--- src/rtl/sim_monitor_pkg.sv ---
// sim_monitor_pkg: shared enums and helpers for the
// simulation monitor (watch kinds, run status, FSM state).
package sim_monitor_pkg;

    typedef enum logic [1:0] {
        K_OFF   = 2'd0,
        K_PASS  = 2'd1,
        K_FAIL  = 2'd2,
        K_BREAK = 2'd3
    } kind_e;

    typedef enum logic [1:0] {
        ST_NONE = 2'd0,
        ST_PASS = 2'd1,
        ST_FAIL = 2'd2,
        ST_HANG = 2'd3
    } status_e;

    typedef enum logic [1:0] {
        S_IDLE  = 2'd0,
        S_RUN   = 2'd1,
        S_BREAK = 2'd2,
        S_DONE  = 2'd3
    } state_e;

    function automatic status_e kind2status(input kind_e k);
        unique case (k)
            K_PASS:  return ST_PASS;
            K_FAIL:  return ST_FAIL;
            default: return ST_NONE;
        endcase
    endfunction

endpackage

--- src/rtl/sim_monitor_watch_match.sv ---
// watch_match: programmable watch table plus priority match.
// Ports: clk, reset (sync, low), cfg_* table write,
// retire_v/retire_pc probe, hit/hit_kind/hit_idx result.
module watch_match
    import sim_monitor_pkg::*;
#(
    parameter int XLEN      = 32,
    parameter int NUM_WATCH = 4,
    parameter int IW        = 2
) (
    input  logic            clk,
    input  logic            reset,
    input  logic            cfg_we,
    input  logic [IW-1:0]   cfg_idx,
    input  logic [XLEN-1:0] cfg_addr,
    input  kind_e           cfg_kind,
    input  logic            retire_v,
    input  logic [XLEN-1:0] retire_pc,
    output logic            hit,
    output kind_e           hit_kind,
    output logic [IW-1:0]   hit_idx
);

    logic [XLEN-1:0] addr_q [NUM_WATCH];
    kind_e           kind_q [NUM_WATCH];

    logic [NUM_WATCH-1:0] m_pass;
    logic [NUM_WATCH-1:0] m_fail;
    logic [NUM_WATCH-1:0] m_brk;
    logic [IW-1:0]        i_pass;
    logic [IW-1:0]        i_fail;
    logic [IW-1:0]        i_brk;

    always_ff @(posedge clk) begin
        if (!reset) begin
            for (int i = 0; i < NUM_WATCH; i++) begin
                kind_q[i] <= K_OFF;
                addr_q[i] <= '0;
            end
        end else if (cfg_we) begin
            for (int i = 0; i < NUM_WATCH; i++) begin
                if (cfg_idx == IW'(i)) begin
                    kind_q[i] <= cfg_kind;
                    addr_q[i] <= cfg_addr;
                end
            end
        end
    end

    // Scan high to low so the lowest matching
    // index of each kind is the one left standing.
    always_comb begin
        m_pass = '0;
        m_fail = '0;
        m_brk  = '0;
        i_pass = '0;
        i_fail = '0;
        i_brk  = '0;
        for (int i = NUM_WATCH - 1; i >= 0; i--) begin
            if (retire_v && retire_pc == addr_q[i]) begin
                unique case (kind_q[i])
                    K_PASS: begin
                        m_pass[i] = 1'b1;
                        i_pass    = IW'(i);
                    end
                    K_FAIL: begin
                        m_fail[i] = 1'b1;
                        i_fail    = IW'(i);
                    end
                    K_BREAK: begin
                        m_brk[i] = 1'b1;
                        i_brk    = IW'(i);
                    end
                    K_OFF: ;
                endcase
            end
        end
    end

    // FAIL outranks PASS, PASS outranks BREAK.
    always_comb begin
        hit      = 1'b0;
        hit_kind = K_OFF;
        hit_idx  = '0;
        if (|m_fail) begin
            hit      = 1'b1;
            hit_kind = K_FAIL;
            hit_idx  = i_fail;
        end else if (|m_pass) begin
            hit      = 1'b1;
            hit_kind = K_PASS;
            hit_idx  = i_pass;
        end else if (|m_brk) begin
            hit      = 1'b1;
            hit_kind = K_BREAK;
            hit_idx  = i_brk;
        end
    end

endmodule

--- src/rtl/sim_monitor.sv ---
// sim_monitor: watches retired PCs, stops on PASS/FAIL/hang,
// halts on BREAK, counts cycles and retires during a run.
// Ports: clk, reset (sync, low), arm, resume, retire_v/pc,
// cfg_* watch writes; done, status, halted, hit_idx,
// hit_pc, cycles, instret.
module sim_monitor
    import sim_monitor_pkg::*;
#(
    parameter int  XLEN       = 32,
    parameter int  NUM_WATCH  = 4,
    parameter int  CNT_W      = 32,
    parameter int  HANG_LIMIT = 1024,
    localparam int IW = (NUM_WATCH > 1) ? $clog2(NUM_WATCH) : 1
) (
    input  logic             clk,
    input  logic             reset,
    input  logic             arm,
    input  logic             retire_v,
    input  logic [XLEN-1:0]  retire_pc,
    input  logic             cfg_we,
    input  logic [IW-1:0]    cfg_idx,
    input  logic [XLEN-1:0]  cfg_addr,
    input  logic [1:0]       cfg_kind,
    input  logic             resume,
    output logic             done,
    output logic [1:0]       status,
    output logic             halted,
    output logic [IW-1:0]    hit_idx,
    output logic [XLEN-1:0]  hit_pc,
    output logic [CNT_W-1:0] cycles,
    output logic [CNT_W-1:0] instret
);

    localparam int HW = $clog2(HANG_LIMIT + 1);
    localparam logic [HW-1:0] HANG_LAST = HW'(HANG_LIMIT - 1);

    state_e          state_q;
    state_e          state_d;
    status_e         status_q;
    status_e         status_d;
    logic            take_hit;
    logic            hang_now;
    logic [HW-1:0]   idle_q;
    logic [CNT_W-1:0] cycles_q;
    logic [CNT_W-1:0] instret_q;
    logic [XLEN-1:0] last_pc_q;
    logic [XLEN-1:0] hit_pc_q;
    logic [IW-1:0]   hit_idx_q;

    logic            m_hit;
    kind_e           m_kind;
    logic [IW-1:0]   m_idx;

    watch_match #(
        .XLEN      (XLEN),
        .NUM_WATCH (NUM_WATCH),
        .IW        (IW)
    ) u_match (
        .clk       (clk),
        .reset     (reset),
        .cfg_we    (cfg_we),
        .cfg_idx   (cfg_idx),
        .cfg_addr  (cfg_addr),
        .cfg_kind  (kind_e'(cfg_kind)),
        .retire_v  (retire_v),
        .retire_pc (retire_pc),
        .hit       (m_hit),
        .hit_kind  (m_kind),
        .hit_idx   (m_idx)
    );

    // A retire in the would-be hang cycle clears the
    // idle count instead, so it always beats the hang.
    always_comb begin
        state_d  = state_q;
        status_d = status_q;
        take_hit = 1'b0;
        hang_now = 1'b0;
        unique case (state_q)
            S_IDLE: begin
                if (arm) state_d = S_RUN;
            end
            S_RUN: begin
                if (m_hit) begin
                    take_hit = 1'b1;
                    if (m_kind == K_BREAK) begin
                        state_d = S_BREAK;
                    end else begin
                        state_d  = S_DONE;
                        status_d = kind2status(m_kind);
                    end
                end else if (!retire_v && idle_q == HANG_LAST) begin
                    hang_now = 1'b1;
                    state_d  = S_DONE;
                    status_d = ST_HANG;
                end
            end
            S_BREAK: begin
                if (resume) state_d = S_RUN;
            end
            S_DONE: ;
        endcase
    end

    always_ff @(posedge clk) begin
        if (!reset) begin
            state_q   <= S_IDLE;
            status_q  <= ST_NONE;
            idle_q    <= '0;
            cycles_q  <= '0;
            instret_q <= '0;
            last_pc_q <= '0;
            hit_pc_q  <= '0;
            hit_idx_q <= '0;
        end else begin
            state_q  <= state_d;
            status_q <= status_d;
            if (state_q == S_IDLE && arm) begin
                idle_q    <= '0;
                cycles_q  <= '0;
                instret_q <= '0;
                last_pc_q <= '0;
            end
            if (state_q == S_RUN) begin
                if (~&cycles_q) cycles_q <= cycles_q + 1'b1;
                if (retire_v) begin
                    if (~&instret_q) instret_q <= instret_q + 1'b1;
                    idle_q    <= '0;
                    last_pc_q <= retire_pc;
                end else begin
                    idle_q <= idle_q + 1'b1;
                end
            end
            if (take_hit) begin
                hit_idx_q <= m_idx;
                hit_pc_q  <= retire_pc;
            end
            if (hang_now) hit_pc_q <= last_pc_q;
        end
    end

    assign done    = (state_q == S_DONE);
    assign halted  = (state_q == S_BREAK);
    assign status  = status_q;
    assign hit_idx = hit_idx_q;
    assign hit_pc  = hit_pc_q;
    assign cycles  = cycles_q;
    assign instret = instret_q;

endmodule

--- config.mk ---
export PLATFORM = sky130hd
export DESIGN_NAME = sim_monitor
export DESIGN_NICKNAME = d
export VERILOG_FILES = /design/src/rtl/sim_monitor_pkg.sv /design/src/rtl/sim_monitor_watch_match.sv /design/src/rtl/sim_monitor.sv
export SDC_FILE = /design/constraint.sdc
export NUM_CORES = 1
export LEC_CHECK = 0
export ABC_AREA = 1
export CAP_MARGIN = 20
export CORE_MARGIN = 8
export CORE_UTILIZATION = 45
export DETAILED_ROUTE_END_ITERATION = 8
export GPL_TIMING_DRIVEN = 0
export HOLD_SLACK_MARGIN = 0.1
export PLACE_DENSITY = 0.66
export SYNTH_ARGS = -nofsm -noshare
export SYNTH_HDL_FRONTEND = slang
export SYNTH_HIERARCHICAL = 1
export SYNTH_SLANG_ARGS = --single-unit
--- constraint.sdc ---
create_clock -name clk -period 3.3 [get_ports clk]
set_clock_uncertainty 0.15 [all_clocks]
set_input_delay 0.495 -clock clk [delete_from_list [all_inputs] [get_ports clk]]
set_output_delay 0.495 -clock clk [all_outputs]
set_load 0.01 [all_outputs]
=== After elaboration in Yosys (flattened, before gate mapping) ===
Memory sizes are Yosys's and may differ from the RTL's.
Cells that the tools add are included.

* Memories: 2
* Word-level logic and storage cells: 182
* Input bits: 74
* Register bits after elaboration: 145
* Output and inout port bits: 102
* Bits in writable memories: 136

* Reductions and logical operators: 20
* Eq/ne operators: 30
* Bitwise gates (word level): 8
* Add/subtract/negate cells: 3
* Mux-type cells: 111

{| class="wikitable"
|+ Memory list
! memory !! depth !! bits a word !! rd ports !! clocked after memory_dff !! write ports !! RTL line !! RTL
|-
| u_match.addr_q || 4 || 32 || 4 || 0 || 4 || sim_monitor_watch_match.sv:24 || <nowiki>logic [XLEN-1:0] addr_q [NUM_WATCH];</nowiki>
|-
| u_match.kind_q || 4 || 2 || 4 || 0 || 4 || sim_monitor_watch_match.sv:25 || <nowiki>kind_e kind_q [NUM_WATCH];</nowiki>
|}

{| class="wikitable"
|+ Operators with widths
! operator !! number
|-
| $mux W32 || 16
|-
| $eq A32 B32 Y1 || 4
|-
| $mux W2 || 40
|-
| $add A32 B1 Y32 const B || 2
|-
| $reduce_and A32 Y1 || 2
|-
| $mux W1 || 50
|-
| $mux W11 || 3
|-
| $eq A2 B2 Y1 const B || 14
|-
| $eq A2 B1 Y1 const B || 7
|-
| $reduce_or A4 Y1 || 3
|-
| $add A11 B1 Y11 const B || 1
|-
| $eq A11 B10 Y1 const B || 1
|-
| $or A1 B1 Y1 || 8
|-
| $logic_and A1 B1 Y1 || 6
|-
| $ne A2 B2 Y1 const B || 3
|-
| $pmux W2 S3 || 1
|-
| $reduce_bool A2 Y1 || 3
|-
| $logic_not A2 Y1 || 2
|-
| $pmux W2 S2 || 1
|-
| $reduce_and A4 Y1 || 1
|-
| $ne A3 B3 Y1 const B || 1
|-
| $reduce_and A3 Y1 || 1
|-
| $reduce_bool A3 Y1 || 1
|-
| $logic_not A1 Y1 || 1
|}

=== Logic depth before layout (Yosys ltp) ===
Gate-level depths: netlist (run 1).
An unclocked memory read counts as a cell.

* Word-level depth: 13
* Depth in mapped cells: 22
* Gate-level depth less buffers: 19

=== Modules after synthesis ===
The synthesis (run 1) kept the hierarchy.

{| class="wikitable"
|+ By module, submodules not included
! module !! times used !! sequential area each (um2) !! area an instance (um2) !! cells an instance
|-
| sim_monitor || 1 || 2902.8 || 8126.5 || 1281
|-
| watch_match || 1 || 4083.9 || 7374.6 || 886
|}

=== Worst setup path before layout (run 1) ===
No wires, ideal clock.

* Kind: input-to-reg
* Start: in retire_pc[22]
* End: reg hit_pc_q[24], in the netlist hit_pc[24]
* Path slack: 0.572 ns
* Data required time: 3.028 ns
* Buffers on the path: 4
* Arrival time: 2.456 ns
* Cell stages on the path: 17
* Cell sequence: buf_2 xnor2_1 nand2_1 nor2_1 nand2_1 nor2_4 nand3_1 nand3b_1 nand2_2 nor2_2 nand2_1 clkbuf_1 nand2_1 nand2_1 buf_2 buf_4 a21oi_1

* Longest elaborated chain between the ends: 10
* Elaborated cells between the ends (all ways): 32
* Those cells by class: eq/ne: 4; mux: 20; reduce/logical: 8

{| class="wikitable"
|+ Ends and longest elaborated chain
! what !! RTL line !! RTL
|-
| start, declared || sim_monitor.sv:19 || <nowiki>input logic [XLEN-1:0] retire_pc,</nowiki>
|-
| $eq A32 B32 Y1 || sim_monitor_watch_match.sv:60 || <nowiki>if (retire_v && retire_pc == addr_q[i]) begin</nowiki>
|-
| $logic_and A1 B1 Y1 || sim_monitor_watch_match.sv:60 ||
|-
| $mux W1 || sim_monitor_watch_match.sv:60 ||
|-
| $reduce_or A4 Y1 || sim_monitor_watch_match.sv:93 || <nowiki>end else if (|m_brk) begin</nowiki>
|-
| $mux W1 || sim_monitor_watch_match.sv:93 ||
|-
| $mux W1 || sim_monitor_watch_match.sv:89 || <nowiki>end else if (|m_pass) begin</nowiki>
|-
| $mux W1 (*) || sim_monitor_watch_match.sv:85 || <nowiki>if (|m_fail) begin</nowiki>
|-
| named net m_hit || sim_monitor.sv:50 || <nowiki>logic m_hit;</nowiki>
|-
| $mux W1 || sim_monitor.sv:84 || <nowiki>if (m_hit) begin</nowiki>
|-
| $mux W1 || sim_monitor.sv:79 || <nowiki>unique case (state_q)</nowiki>
|-
| $mux W32 / $reduce_bool A2 Y1 (equally long branches) || n/a ||
|-
| end signal, assigned || sim_monitor.sv:136 || <nowiki>hit_pc_q <= retire_pc;</nowiki>
|-
| end signal, assigned || sim_monitor.sv:138 || <nowiki>if (hang_now) hit_pc_q <= last_pc_q;</nowiki>
|-
| end, declared || sim_monitor.sv:47 || <nowiki>logic [XLEN-1:0] hit_pc_q;</nowiki>
|}

The timed path passes the listed nets; every way through them passes the cells marked *.
A chain may end at the register's enable or synchronous reset.

=== Worst setup path in the final report (run 1) ===
* Start: in retire_pc[26]
* End: reg hit_pc_q[15], in the netlist hit_pc[15]

The elaborated chain is that of the path after synthesis.

==> results of run 1 <==
==> power by group <==
part | internal, uW | switching [uW] | leakage [uW]
logic | 321 | 598 | 0.00491
registers | 3830 | 104 | 0.00251
clock network | 2480 | 1540 | 0.000577
total | 6620 | 2250 | 0.00800
==> layout by cell type, fill, tap and decap left out, types with 4 or more instances in the layout <==
master / count
a211oi_1: 34
a21oi_1: 106
buf_2: 19
buf_4: 10
buf_6: 8
bufinv_16: 6
clkbuf_1: 45
clkbuf_16: 34
clkbuf_8: 4
clkdlybuf4s50_1: 144
clkinv_2: 5
dfxtp_1: 145
dlygate4sd2_1: 21
dlymetal6s2s_1: 9
edfxtp_1: 136
inv_1: 234
inv_2: 34
nand2_1: 605
nand2_2: 29
nand2_4: 4
nand3_1: 98
nand3_2: 7
nand3_4: 4
nand3b_1: 7
nand4_1: 21
nor2_1: 384
nor2_2: 15
nor2_4: 14
nor3_1: 15
o21ai_0: 83
o21ai_1: 33
o22ai_1: 7
or2_2: 4
xnor2_1: 32
xor2_1: 6
==> final timing paths <==
check	endpoint	slack (ns)	cells past startpoint
worst min register to register	status[1]	0.34	2
worst max-delay path	hit_pc[15]	0.20	18
worst max register to register	hit_pc[15]	0.31	17
worst min-delay path	last_pc_q[3]	0.23	3
==> flip-flops by register name, indices dropped and copies added (netlist names) <==
register,flops
instret,32
state_q,2
u_match/kind_q,8
status,2
cycles,32
last_pc_q,32
hit_idx,2
u_match/addr_q,128
idle_q,11
hit_pc,32
==> metal layers <==
layer,GRT usage [%],part of all wire (%),vias to the layer above
met5,0,0,-
met4,9.63,3.5,0
met3,4.28,9.1,106
met2,39.4,45,697
met1,33.3,43,6875
li1,-,-,7319
==> timing repair <==
item                                    in CTS  in global routing
endpoints found under the setup margin      37                 37
setup buffers                                2                  0
endpoints found under the hold margin        0                  0
resized for setup                           33                 20
pin swaps                                    1                  1
==> through the flow <==
step                      cells  setup WS, ns  cell area, um^2  util, %
after floorplan            2167         0.572            15500        -
after global placement     2796        -0.960            17800     52.1
after detailed placement   2800        -0.977            17900     52.4
after CTS                  2864        0.0124            19100     55.9
after global routing       2864        0.0141            19200     56.1
final                      2864         0.197            19200     56.1
==> tightest hold or removal path: cells and delay by family <==
family          cells  cell delay (ns)
buf+inv             2             0.29
compound gates      1             0.07
==> cells by family (layout without fill, tap and decap cells) <==
logic type,after synthesis,count (layout),synth area share (%)
and+or+nand+nor,1220,1220,33.6
buffers and inverters,350,591,9.24
DFF,281,281,45.1
AOI/OAI and AO/OA,273,273,9.60
xor gates and xnor gates,40,40,2.26
adders and majority gates,3,3,0.242
other,0,1,0
==> area by class of cell <==
class                   count  area (um^2)
multi-input cells        1536         7120
flip-flops and latches    281         6990
plain buffers              77          434
clock inverters            17          262
clock buffers              45          932
well taps                 455          569
fillers                  3330        15000
inverters                 272         1020
diodes                      1         2.50
repair buffers            180         1850
==> metrics, run 1 <==
final global-route overflow total 0; routed length per placed instance 18.3 um; number of vias after detailed routing 14997; final count of pins violating max slew 0; startpoint-to-endpoint class of the critical path primary input to register; die extent in y 202 um; clock period minus worst slack 3.10 ns; sum of buffers and inverters on the critical path 6; leading cell types by total area after synthesis edfxtp_1 (26%), dfxtp_1 (19%), nand2_1 (15%), nor2_1 (9.3%), inv_1 (5.7%); antenna violation net count after detailed routing 0; overall fraction of global-route tracks in use 24.8%; CP Cell Sequence clkdlybuf4s50_1, buf_6, xnor2_1, nand3_2, nor2_4, nand3_1, nand3b_1, nand2_2, nor2_2, nand2_2, buf_6, inv_1, nand4_1, buf_4, buf_6, nand2_1, o21ai_1, a21oi_1; hold slack 0.234 ns; Total Power Consumption 8870 uW; slew of the pin with the lowest slew margin 0.795 ns; Core ar. 34200 um^2; ports placed on the boundary 176; net count after synthesis 2244; total detailed-routing wirelength 52400 um; # H-tree levels 2; Layout Nets 2459; Die Span X 202 um; antenna violations before repair 1; weighted congestion at the end of routability-driven global placement 0.964; most used standard cells in the synthesized netlist nand2_1 (611), nor2_1 (384), inv_1 (235); Synth Area per Inst 7.15 um^2; primary flip-flop cell chosen by synthesis mapping dfxtp_1; Async S/R FF share, synth 0%; largest fanout on the critical path 10; unrepaired setup endpoints after global routing no; max frequency 322 MHz; final critical-path share of the clock period 94.0%; fraction of synthesized cell area taken by the top area cell type 26.3%; CTS tree yes; cell with the largest stage delay on the worst path clkdlybuf4s50_1; full die area 40600 um^2; Worst path top cell family by delay buffers and inverters; critical path startpoint category primary input; number of rows created at floorplan 68; VDD IR max 0.421 mV; worst min path class primary input to register; Hold Crit Start retire_pc[3]; DRC 0; maximum clock path buffer count 3; startpoint of the lowest-slack register-to-register path u_match/addr_q[2][2]; global-route wire length before repair 79900 um; final hold vios 0; Relative slew margins 47.0%; arrival time of the worst setup path 3.36 ns; Critical Path RT 3.55 ns; CP startpoint retire_pc[26]; final-report setup violation count 0; sequential area share after synthesis 45.1%; most used standard cell by instance count after synthesis nand2_1; leakage power 0.00800 uW; area growth from synthesis to layout 23.7%; number of clock sinks seen by CTS 281; clock-pin slew on the worst setup and hold paths 0.06 ns; count of distinct cell types in the synthesized netlist 51; number of global-route vias before repair 14200; # port buffers 174; top cell type by total area after synthesis edfxtp_1; detail-routed via count per cell 5.24; result of the run complete, no violations; Slowest Stage Delay on Critical Path 0.58 ns; sum of negative setup slack 0 ns; pin count of the biggest net entering global routing 32; cell seen most often among critical-path stages buf_6; area of the mapped netlist 15500 um^2; clock network latency to the later pin of the worst-skew pair 0.52 ns; Post-Syn Instances 2167; pwr/cell area 462 nW/um^2; clock root cell clkbuf_16; Inserted Clock Buffers 34; Critical Path End Type register; warning count from the yosys run 6; share of final-layout standard cells stronger than drive strength 1 9.14%; violation count after the first detailed-route iteration 1316; max capacitance violation total 0; number of enable-type register cells in the synthesized netlist 136; total of flip-flops plus latches after synthesis 281; initial cell density of the core 45.3%; hold-fix buffers at CTS 0; detailed-routing iteration count for the pre-antenna-repair pass 7; final HPWL from detailed placement 39900 um
No activity file was read; power rests on OpenSTA's default activity.
==> run 2, diff against run 1 <==
--- a/config.mk
+++ b/config.mk
@@ -9,10 +9,12 @@
 export CAP_MARGIN = 20
 export CORE_MARGIN = 8
 export CORE_UTILIZATION = 45
+export CTS_CLUSTER_SIZE = 40
 export DETAILED_ROUTE_END_ITERATION = 8
 export GPL_TIMING_DRIVEN = 0
 export HOLD_SLACK_MARGIN = 0.1
 export PLACE_DENSITY = 0.66
+export SLEW_MARGIN = 10
 export SYNTH_ARGS = -nofsm -noshare
 export SYNTH_HDL_FRONTEND = slang
 export SYNTH_HIERARCHICAL = 1
==> run 2 against run 1 <==
Sequential power hardly changed. Cell count is 0.10% lower. Maximum frequency is 0.30% higher. Sequential cell count stayed put. Routed wire length is 0.21% lower. First-iteration DRC count is 3.1% lower. Combinational power hardly changed. Global-route usage is 0.094 points lower. Largest cell class unchanged. Highest routed layer unchanged.
==> metrics, run 2 (synthesized netlist as in run 1, its figures left out) <==
Layout Nets 2458 (was 2459); final HPWL from detailed placement 39800 um (was 39900 um); total detailed-routing wirelength 52300 um (was 52400 um); final critical-path share of the clock period 93.7% (was 94.0%); Critical Path End Type register (unchanged); hold slack 0.185 ns (was 0.234 ns); CTS tree yes (unchanged); detailed-routing iteration count for the pre-antenna-repair pass 5 (was 7); detail-routed via count per cell 5.26 (was 5.24); largest fanout on the critical path 10 (unchanged); slew of the pin with the lowest slew margin 0.796 ns (was 0.795 ns); unrepaired setup endpoints after global routing no (unchanged); violation count after the first detailed-route iteration 1275 (was 1316); commonest cells after routing, fill and taps aside nand2_1 (605), nor2_1 (384), inv_1 (235), dfxtp_1 (145), clkdlybuf4s50_1 (144) (was nand2_1 (605), nor2_1 (384), inv_1 (234), dfxtp_1 (145), clkdlybuf4s50_1 (144)); number of vias after detailed routing 15039 (was 14997); Min-Delay Endpoint last_pc_q[26] (was last_pc_q[3]); Power Internal 6580 uW (was 6620 uW); antenna violation net count after detailed routing 0 (unchanged); pwr/cell area 458 nW/um^2 (was 462 nW/um^2); # H-tree levels 1 (was 2); Comb power frac 10.5% (was 10.4%); weighted congestion at the end of routability-driven global placement 0.964 (unchanged); final count of pins violating max slew 0 (unchanged); worst min path class primary input to register (unchanged); number of rows created at floorplan 68 (unchanged); portion of total power attributed to sequential cells 44.7% (was 44.3%); final-report setup violation count 0 (unchanged); Relative slew margins 46.9% (was 47.0%); clock period minus worst slack 3.09 ns (was 3.10 ns); DRC 0 (unchanged); VDD IR max 0.483 mV (was 0.421 mV); die extent in y 202 um (unchanged); number of global-route vias before repair 14098 (was 14200); share of final-layout standard cells stronger than drive strength 1 9.14% (about the same); # port buffers 174 (unchanged); area growth from synthesis to layout 23.8% (was 23.7%); result of the run complete, no violations (unchanged); final hold vios 0 (unchanged); hold depth 3 (unchanged); register-to-register setup slack 0.30 ns (was 0.31 ns); antenna violations before repair 0 (was 1); routed length per placed instance 18.3 um (about the same); startpoint of the lowest-slack register-to-register path u_match/addr_q[3][4] (was u_match/addr_q[2][2]); startpoint-to-endpoint class of the critical path primary input to register (unchanged); Core ar. 34200 um^2 (unchanged); Inserted Clock Buffers 31 (was 34); register with the most flip-flops u_match/addr_q (unchanged); clock-pin slew on the worst setup and hold paths 0.06 ns (about the same); critical path startpoint category primary input (unchanged); arrival time of the worst setup path 3.46 ns (was 3.36 ns); Critical Path RT 3.66 ns (was 3.55 ns); number of flip-flops in the largest register 128 (unchanged); max frequency 323 MHz (was 322 MHz); number of cells on the worst reg-to-reg path 19 (was 17); clock root cell clkbuf_16 (unchanged); full die area 40600 um^2 (unchanged); switch share 25.2% (was 25.3%); ANT cells 0 (was 1); post-route cell area 19200 um^2 (about the same); clock network latency to the later pin of the worst-skew pair 0.58 ns (was 0.52 ns); overall fraction of global-route tracks in use 24.7% (was 24.8%); worst flop-to-flop path endpoint hit_pc[15] (unchanged); maximum clock path buffer count 3 (unchanged); net load switching power 2210 uW (was 2250 uW); leakage power 0.00803 uW (was 0.00800 uW); number of clock sinks seen by CTS 281 (unchanged); initial cell density of the core 45.3% (unchanged); Hold Crit Start retire_pc[26] (was retire_pc[3]); most common cell after layout, fill and taps aside nand2_1 (unchanged); Die Span X 202 um (unchanged); placed inst area 17900 um^2 (unchanged); max capacitance violation total 0 (unchanged); final global-route overflow total 0 (unchanged); pin count of the biggest net entering global routing 30 (was 32); global-route wire length before repair 80000 um (was 79900 um); part of the power in the clock network 44.9% (was 45.3%); ports placed on the boundary 176 (unchanged)
==> run 2: per-stage QoR <==
step                power, uW  setup slack (ns)  util (%)  std cells  setup TNS [ns]
global placement         4880            -0.960      52.1       2796          -45.27
floorplan                4490             0.572         -       2167               0
global route             9070            0.0378      56.1       2861               0
detailed placement       4910            -0.989      52.4       2800          -34.30
CTS                      8830            0.0164      55.8       2859               0
finish                   8790             0.206      56.1       2861               0
==> run 2: layout make-up <==
cell class                 instances  area, um^2
multi-input combinational       1536        7120
buffer                            78         444
sequential                       281        6990
fill                            3265       15000
timing repair buffer             181        1880
clock buffer                      37         832
tap                              455         569
inverter                         272        1020
clock inverter                    21         332
==> run 2: power by group through the flow <==
| stage | clock [uW] | combinational (uW) | sequential [uW] |
|---|---|---|---|
| floorplan | 0 | 515 | 3970 |
| global placement | 0 | 880 | 4000 |
| detailed placement | 0 | 908 | 4000 |
| CTS | 4000 | 909 | 3920 |
| global route | 4130 | 1000 | 3940 |
| finish | 3940 | 919 | 3930 |
==> run 2: worst max-delay path by stage <==
| stage | start | end | slack (ns) | depth (start not counted) |
|---|---|---|---|---|
| global placement | retire_pc[14] | hit_pc[15] | -0.96 | 20 |
| CTS | retire_pc[22] | hit_pc[15] | 0.02 | 19 |
| floorplan | retire_pc[22] | hit_pc[24] | 0.57 | 17 |
| detailed placement | retire_pc[14] | hit_pc[18] | -0.99 | 20 |
| finish | retire_pc[3] | hit_pc[15] | 0.21 | 22 |
| global route | retire_pc[22] | hit_pc[7] | 0.04 | 24 |
==> run 2: what timing repair did <==
action | CTS | global route
pin swaps | 0 | 1
hold buffers | 0 | 0
resized for setup | 22 | 29
buffers inserted | 1 | 2
setup endpoints to repair | 37 | 37
==> run 2: critical path, cell delays in order <==
cell             delay [ns]
clkdlybuf4s50_1        0.62
inv_2                  0.12
o21ai_1                0.22
nor2_1                 0.10
nand2_2                0.08
nor2_2                 0.05
nand3_2                0.11
nor2_4                 0.06
nand2_2                0.06
nand2_2                0.06
nor2_2                 0.14
nand3_1                0.10
inv_1                  0.10
nand2_2                0.10
buf_6                  0.16
inv_1                  0.05
nand4_1                0.11
buf_4                  0.17
buf_6                  0.13
nand2_1                0.05
o21ai_0                0.19
a21oi_1                0.18
==> run 2: layer usage <==
| layer | GRT usage (%) | vias to the layer above | share of wire (%) | wire length [um] |
|---|---|---|---|---|
| met4 | 6.97 | 0 | 2.5 | 1290 |
| met2 | 40.3 | 667 | 45 | 23800 |
| met1 | 33.7 | 6966 | 44 | 22800 |
| met3 | 3.65 | 74 | 8.3 | 4360 |
| li1 | - | 7332 | - | - |
| met5 | 0 | - | 0 | 0 |
